**src/rtl/mem_arbiter.sv**
```systemverilog
// Two-port memory arbiter: CPU instruction fetch and data load/store share one
// downstream port. Data wins ties, bounded by a burst limit while a fetch waits.
module mem_arbiter #(
   parameter int MAX_DATA_BURST = 4
) (
   input  logic                                    clk,
   input  logic                                    rst,
   input  logic                                    inst_read,
   input  logic [31:0]                             inst_addr,
   output logic                                    inst_resp,
   output logic [31:0]                             inst_rdata,
   input  logic                                    data_read,
   input  logic                                    data_write,
   input  logic [31:0]                             data_addr,
   input  logic [3:0]                              data_mbe,
   input  logic [31:0]                             data_wdata,
   output logic                                    data_resp,
   output logic [31:0]                             data_rdata,
   output logic                                    mem_read,
   output logic                                    mem_write,
   output logic [31:0]                             mem_addr,
   output logic [3:0]                              mem_mbe,
   output logic [31:0]                             mem_wdata,
   input  logic [31:0]                             mem_rdata,
   input  logic                                    mem_resp,
   output logic [1:0]                              dbg_state,
   output logic [$clog2(MAX_DATA_BURST+1)-1:0]     dbg_burst_cnt
);

   localparam int CW = $clog2(MAX_DATA_BURST + 1);
   localparam logic [CW-1:0] MAX_CNT = CW'(MAX_DATA_BURST);

   typedef enum logic [1:0] {
      IDLE    = 2'd0,
      SERVE_I = 2'd1,
      SERVE_D = 2'd2,
      DONE    = 2'd3
   } state_e;

   state_e        state_q, state_d;
   logic [CW-1:0] burst_cnt_q, burst_cnt_d;
   logic          mem_read_q, mem_read_d;
   logic          mem_write_q, mem_write_d;
   logic [31:0]   mem_addr_q, mem_addr_d;
   logic [3:0]    mem_mbe_q, mem_mbe_d;
   logic [31:0]   mem_wdata_q, mem_wdata_d;
   logic          inst_resp_q, inst_resp_d;
   logic          data_resp_q, data_resp_d;
   logic [31:0]   inst_rdata_q, inst_rdata_d;
   logic [31:0]   data_rdata_q, data_rdata_d;
   logic          data_req;
   logic          data_grant;

   assign data_req   = data_read | data_write;
   // A waiting fetch only yields to data while the burst budget lasts.
   assign data_grant = data_req & (~inst_read | (burst_cnt_q < MAX_CNT));

   always_comb begin
      state_d      = state_q;
      burst_cnt_d  = burst_cnt_q;
      mem_read_d   = mem_read_q;
      mem_write_d  = mem_write_q;
      mem_addr_d   = mem_addr_q;
      mem_mbe_d    = mem_mbe_q;
      mem_wdata_d  = mem_wdata_q;
      inst_resp_d  = 1'b0;
      data_resp_d  = 1'b0;
      inst_rdata_d = inst_rdata_q;
      data_rdata_d = data_rdata_q;
      case (state_q)
         IDLE: begin
            if (data_grant) begin
               state_d     = SERVE_D;
               mem_write_d = data_write;
               mem_read_d  = ~data_write;
               mem_addr_d  = data_addr;
               mem_mbe_d   = data_write ? data_mbe : 4'hF;
               mem_wdata_d = data_wdata;
               if (!inst_read)
                  burst_cnt_d = '0;
               else if (burst_cnt_q != MAX_CNT)
                  burst_cnt_d = burst_cnt_q + CW'(1);
            end else if (inst_read) begin
               state_d     = SERVE_I;
               mem_read_d  = 1'b1;
               mem_write_d = 1'b0;
               mem_addr_d  = inst_addr;
               mem_mbe_d   = 4'hF;
               mem_wdata_d = 32'h0;
               burst_cnt_d = '0;
            end
         end
         SERVE_I: begin
            if (mem_resp) begin
               state_d      = DONE;
               mem_read_d   = 1'b0;
               inst_rdata_d = mem_rdata;
               inst_resp_d  = 1'b1;
            end
         end
         SERVE_D: begin
            if (mem_resp) begin
               state_d     = DONE;
               mem_read_d  = 1'b0;
               mem_write_d = 1'b0;
               data_resp_d = 1'b1;
               if (mem_read_q)
                  data_rdata_d = mem_rdata;
            end
         end
         // The CPU still holds the finished request here, so it is not re-arbitrated.
         DONE: state_d = IDLE;
         default: state_d = IDLE;
      endcase
   end

   always_ff @(posedge clk) begin
      if (rst) begin
         state_q      <= IDLE;
         burst_cnt_q  <= '0;
         mem_read_q   <= 1'b0;
         mem_write_q  <= 1'b0;
         mem_addr_q   <= 32'h0;
         mem_mbe_q    <= 4'h0;
         mem_wdata_q  <= 32'h0;
         inst_resp_q  <= 1'b0;
         data_resp_q  <= 1'b0;
         inst_rdata_q <= 32'h0;
         data_rdata_q <= 32'h0;
      end else begin
         state_q      <= state_d;
         burst_cnt_q  <= burst_cnt_d;
         mem_read_q   <= mem_read_d;
         mem_write_q  <= mem_write_d;
         mem_addr_q   <= mem_addr_d;
         mem_mbe_q    <= mem_mbe_d;
         mem_wdata_q  <= mem_wdata_d;
         inst_resp_q  <= inst_resp_d;
         data_resp_q  <= data_resp_d;
         inst_rdata_q <= inst_rdata_d;
         data_rdata_q <= data_rdata_d;
      end
   end

   assign inst_resp     = inst_resp_q;
   assign inst_rdata    = inst_rdata_q;
   assign data_resp     = data_resp_q;
   assign data_rdata    = data_rdata_q;
   assign mem_read      = mem_read_q;
   assign mem_write     = mem_write_q;
   assign mem_addr      = mem_addr_q;
   assign mem_mbe       = mem_mbe_q;
   assign mem_wdata     = mem_wdata_q;
   assign dbg_state     = state_q;
   assign dbg_burst_cnt = burst_cnt_q;

endmodule
```
**config.mk**
```make
export PLATFORM = sky130hd
export DESIGN_NAME = mem_arbiter
export DESIGN_NICKNAME = d
export VERILOG_FILES = /design/src/rtl/mem_arbiter.sv
export SDC_FILE = /design/constraint.sdc
export NUM_CORES = 1
export LEC_CHECK = 0
export ABC_AREA = 1
export ABC_CLOCK_PERIOD_IN_PS = 2800
export CORE_MARGIN = 3
export CORE_UTILIZATION = 40
export DETAILED_ROUTE_END_ITERATION = 6
export PLACE_DENSITY = 0.85
export SLEW_MARGIN = 20
export SYNTH_ARGS = -nofsm -noshare
export SYNTH_HDL_FRONTEND = slang
export SYNTH_SLANG_ARGS = --single-unit
```
**constraint.sdc**
```tcl
create_clock -name clk -period 2.8 [get_ports clk]
set_input_delay 0.56 -clock clk [delete_from_list [all_inputs] [get_ports clk]]
set_output_delay 0.56 -clock clk [all_outputs]
set_load 0.02 [all_outputs]
```
== After elaboration in Yosys (flattened, before gate mapping) ==
Cells that the tools add are included.
W data, S select, Z words.

* Register bits: 141
* Logic and storage cells: 65
* Output and inout port bits: 141
* Bits of input ports: 138

* $add $sub $neg: 1
* Eq/ne operators: 8
* Bitwise operators: 7
* $lt $le $gt $ge: 1
* Reductions and logical operators: 14
* Muxes and demuxes: 23

{| class="wikitable"
|+ Operator list
! kind !! count
|-
| $mux W32 || 4
|-
| $mux W3 || 4
|-
| $mux W4 || 3
|-
| $reduce_and A3 Y1 || 4
|-
| $mux W1 || 6
|-
| $mux W2 || 3
|-
| $ne A3 B3 Y1 const B || 2
|-
| $pmux W2 S3 || 1
|-
| $reduce_and A2 Y1 || 3
|-
| $reduce_bool A2 Y1 || 3
|-
| $reduce_or A2 Y1 || 3
|-
| $eq A2 B2 Y1 const B || 2
|-
| $not A1 Y1 || 4
|-
| $pmux W1 S2 || 2
|-
| $add A3 B1 Y3 const B || 1
|-
| $lt A3 B3 Y1 const B || 1
|-
| $ne A3 B2 Y1 const B || 1
|-
| $eq A2 B1 Y1 const B || 1
|-
| $logic_not A2 Y1 || 1
|-
| $ne A2 B1 Y1 const B || 1
|-
| $ne A2 B2 Y1 const B || 1
|-
| $or A1 B1 Y1 || 2
|-
| $and A1 B1 Y1 || 1
|}

== Depth between registers and ports, before layout ==
* Depth after elaboration: 5
* Depth in mapped cells: 9
* Mapped depth without buffers: 8

== Worst setup path before layout ==
No wires, ideal clock.

* Path type: reg2reg
* From: reg state_q[0], in the netlist dbg_state[0]
* To: reg mem_mbe_q[0], in the netlist mem_mbe[0]
* Buffers on the path: 2
* Stages on the path, launching flop included: 9
* Clock period less this slack: 1.562 ns
* Required time: 2.682 ns
* Data arrival time: 1.444 ns
* Path slack: 1.238 ns
* Setup time: 0.118 ns
* Cells stage by stage: dfxtp_1 > inv_1 > ha_1 > inv_1 > a21oi_2 > buf_4 > buf_4 > o21ai_0 > nor2_1

* Word-level cells in the longest chain between the ends: 2

{| class="wikitable"
|+ RTL lines
! element !! RTL line !! text
|-
| start, declared || 40 || <nowiki>state_e state_q, state_d;</nowiki>
|-
| start signal, assigned || 131 || <nowiki>state_q <= state_d;</nowiki>
|-
| $logic_not A2 Y1 || 70 || <nowiki>case (state_q)</nowiki>
|-
| $reduce_and A2 Y1 (no source line) || n/a ||
|-
| end signal, assigned || 136 || <nowiki>mem_mbe_q <= mem_mbe_d;</nowiki>
|-
| end, declared || 45 || <nowiki>logic [3:0] mem_mbe_q, mem_mbe_d;</nowiki>
|}

No other way between the ends.
A chain may end at the register's enable or synchronous reset.

== Worst setup path after layout ==
* From: reg burst_cnt_q[2], in the netlist dbg_burst_cnt[2]
* To: out dbg_burst_cnt[2]

{| class="wikitable"
|+ RTL lines
! element !! RTL line !! text
|-
| start, declared || 41 || <nowiki>logic [CW-1:0] burst_cnt_q, burst_cnt_d;</nowiki>
|-
| start signal, assigned || 132 || <nowiki>burst_cnt_q <= burst_cnt_d;</nowiki>
|-
| end, declared || 27 || <nowiki>output logic [$clog2(MAX_DATA_BURST+1)-1:0] dbg_burst_cnt</nowiki>
|}

No word-level cell between the ends.

==> impl_metrics.env <==
export IMPL_worst_slew_margin_rel_pct=64.1
export IMPL_max_freq_ghz=0.498
export IMPL_post_synth_inst_count=920
export IMPL_layout_filler_cells=1245
export IMPL_final_min_period_over_clock_period_pct=71.7
export IMPL_timing_worst_slew_pin_value_ns=0.538
export IMPL_grt_antenna_before_repair=0
export IMPL_initial_utilization_pct=41.3
export IMPL_share_of_the_synthesized_area_in_the_top_cell_type_pct=46.5
export IMPL_synth_net_count=1064
export IMPL_detail_route_antenna_nets=0
export IMPL_worst_skew_pair_late_latency_ns=0.41
export IMPL_vdd_ir_drop_worst_mv=0.832
export IMPL_finalHoldViolCount=0
export IMPL_clock_skew_final_ns=0.0126
export IMPL_cp_slowest_cell="sky130_fd_sc_hd__clkdlybuf4s50_1"
export IMPL_antenna_cells_inserted=0
export IMPL_wirelength_um=18200
export IMPL_htree_num_levels=4
export IMPL_worstSetupPathType="reg -> out"
export IMPL_area_growth_synth_to_final_pct=57.8
export IMPL_drv_slew=0
export IMPL_tritoncts="done"
export IMPL_ys_top_cells_by_area="sky130_fd_sc_hd__dfxtp_1, sky130_fd_sc_hd__nand2_1, sky130_fd_sc_hd__nor2_1"
export IMPL_synth_lib_cells_used_distinct=21
export IMPL_post_cts_repair_setup_buffers=0
export IMPL_clock_path_buffers=2
export IMPL_route_detailed_wl_per_inst_um=13.3
export IMPL_post_route_drc_count=0
export IMPL_pwr_density_cell_nw_per_um2=961
export IMPL_status="finished, final reports clean"
export IMPL_ioPinCount=279
export IMPL_buffer_ports_inserted=278
export IMPL_dr_pass1_iters=4
export IMPL_finalWeightedCongestion=0.794
export IMPL_rsz0062_at_grt="no"
export IMPL_hold_worst_slack_ns=0.441
export IMPL_cellLeakagePower_nw=4.23
export IMPL_grt_start_max_net_pins=88
export IMPL_finalNetCount=1319
export IMPL_core_area_um2=14700
export IMPL_chipHeight_um=129
export IMPL_sequential_cell_area_um2=2820
export IMPL_detailedPlacementHpwl_um=13000
export IMPL_hold_path_class="reg -> reg"
export IMPL_clockRootBuffer="sky130_fd_sc_hd__clkbuf_16"
export IMPL_synthDominantAreaCellType="sky130_fd_sc_hd__dfxtp_1"
export IMPL_ffs_latches_synth=141
export IMPL_max_cap_violations=0
export IMPL_share_of_final_layout_standard_cells_stronger_than_drive_strength_1_pct=4.21
export IMPL_die_area_um2=16700
export IMPL_critical_path_cell_chain="clkdlybuf4s50_1"
export IMPL_crit_family="buffers and inverters"
export IMPL_finalSetupViolCount=0
export IMPL_grt_overflow=0
export IMPL_worstPathBufferInverterCount=1
export IMPL_cts_repair_resized=0
export IMPL_seq_area_frac_synth_pct=46.5
export IMPL_grt_usage_pct=21.0
export IMPL_cts_num_sinks=141
export IMPL_detail_route_iter0_violations=349
export IMPL_multiInputGateArea_um2=2550
export IMPL_avgViaCountPerCell=4.59
export IMPL_cp_slowest_stage_delay_ns=0.64
export IMPL_critPathMaxFanout=4
export IMPL_die_x_um=129
export IMPL_rows=44
export IMPL_via_count=6296
export IMPL_setup_tns_ns=0
export IMPL_critPathLaunchType="register"
export IMPL_worstPathArrival_ns=1.45
export IMPL_timing_critical_path_to_type="output port"
export IMPL_grt_pass1_vias=5711
export IMPL_finalCriticalPeriod_ns=2.01
export IMPL_grt_pass1_wl_um=28100
export IMPL_clkTransAtPathRegs_ns=0.06
export IMPL_synth_warnings=0
export IMPL_cp_data_required_time_ns=2.24
export IMPL_cts_inserted_buffers=17
export IMPL_postSynthAreaPerCell_um2=6.60
export IMPL_postCtsHoldBufs=0
export IMPL_cell_area_after_synthesis_um2=6070
-- sequential cells by signal (all words and copies together) (netlist names) --
register and count:
mem_read 1, data_rdata 32, inst_resp 1, dbg_burst_cnt 3, mem_addr 32, mem_write 1
dbg_state 2, inst_rdata 32, data_resp 1, mem_mbe 4, mem_wdata 32
-- where the power goes --
part	switching (W)	internal (W)	total [W]	leakage (nW)
Sequential	0.000283	0.00256	0.00285	1.16
Clock	0.000910	0.00151	0.00242	0.301
Combinational	0.00224	0.00169	0.00393	2.78
-- per-layer routing --
metal	GRT usage, %	wire length [µm]	vias up
li1	-	-	3256
met2	37.1	9240	208
met1	24.2	7300	2804
met4	6.92	450	0
met3	6.43	1240	28
met5	0	0	-
-- stage by stage --
stage / total power (W) / instances / instance area (µm²) / util, % / worst slack [ns]
after global routing: 0.00978 / 1372 / 9580 / 65.1 / 0.727
after global placement: 0.00673 / 1340 / 8940 / 60.8 / 0.594
after CTS: 0.00929 / 1372 / 9580 / 65.1 / 0.773
final: 0.00920 / 1372 / 9580 / 65.1 / 0.792
after detailed placement: 0.00682 / 1340 / 8940 / 60.8 / 0.579
after floorplan: 0.00517 / 920 / 6070 / - / 1.24
-- cells in the mapped netlist (all sizes together) --
master    n
clkbuf   20
nor3      4
nand2   247
o21ai    70
or2       1
nand3b    1
dfxtp   141
a21oi    36
buf      32
nand3     9
ha        6
inv     111
nand4     1
nor2    241
-- cell usage in the layout, fill, tap and decap left out --
cell type	Yosys	layout
sky130_fd_sc_hd__ha_1	6	6
sky130_fd_sc_hd__clkinv_4	0	3
sky130_fd_sc_hd__inv_8	0	2
sky130_fd_sc_hd__clkinvlp_4	0	3
sky130_fd_sc_hd__o21ai_0	70	70
sky130_fd_sc_hd__bufinv_16	0	4
sky130_fd_sc_hd__nand3_2	0	1
sky130_fd_sc_hd__nand3_1	9	8
sky130_fd_sc_hd__buf_12	0	5
sky130_fd_sc_hd__nand2_1	245	245
sky130_fd_sc_hd__nand2_2	2	2
sky130_fd_sc_hd__clkinv_2	0	1
sky130_fd_sc_hd__nor2_2	1	1
sky130_fd_sc_hd__nor2_1	240	240
sky130_fd_sc_hd__clkdlybuf4s50_1	0	278
sky130_fd_sc_hd__inv_6	0	2
sky130_fd_sc_hd__inv_1	109	108
sky130_fd_sc_hd__clkbuf_1	20	1
sky130_fd_sc_hd__clkbuf_16	0	17
sky130_fd_sc_hd__a21oi_4	0	1
sky130_fd_sc_hd__or2_2	1	1
sky130_fd_sc_hd__nor3_1	4	4
sky130_fd_sc_hd__inv_2	2	2
sky130_fd_sc_hd__nand4_1	1	1
sky130_fd_sc_hd__dfxtp_1	141	141
sky130_fd_sc_hd__a21oi_1	35	35
sky130_fd_sc_hd__buf_4	9	5
sky130_fd_sc_hd__nand3b_1	1	1
-- area by class of cell --
cell class                      instances  share of cell area (%)
Sequential cell                       141                    29.5
Multi-Input combinational cell        616                    26.6
Clock buffer                           18                    4.48
Timing Repair Buffer                  288                    30.5
Clock inverter                         14                    2.18
Tap cell                              184                    2.40
Inverter                              111                    4.36
-- worst min-delay path, stage by stage, from the launching register on --
cell and delay [ns]:
sky130_fd_sc_hd__dfxtp_1 0.31, sky130_fd_sc_hd__inv_1 0.04, sky130_fd_sc_hd__a21oi_1 0.05
-- logic make-up after synthesis --
group	count (synthesis)	synth area share, %
AO/OA/AOI/OAI	106	8.80
flip-flops	141	46.5
buffers and inverters	163	11.8
adder cells (fa/ha/maj)	6	1.24
AND/OR/NAND/NOR	504	31.7
-- final timing paths --
kind | depth (start not counted) | from | slack, ns | endpoint
worst max-delay path | 1 | dbg_burst_cnt[2] | 0.79 | dbg_burst_cnt[2]
worst min-delay path | 2 | data_rdata[4] | 0.44 | data_rdata[4]
worst max register to register | 6 | dbg_state[0] | 0.93 | data_rdata[17]
worst min register to register | 2 | data_rdata[4] | 0.44 | data_rdata[4]
No activity file was read; power rests on OpenSTA's default activity.
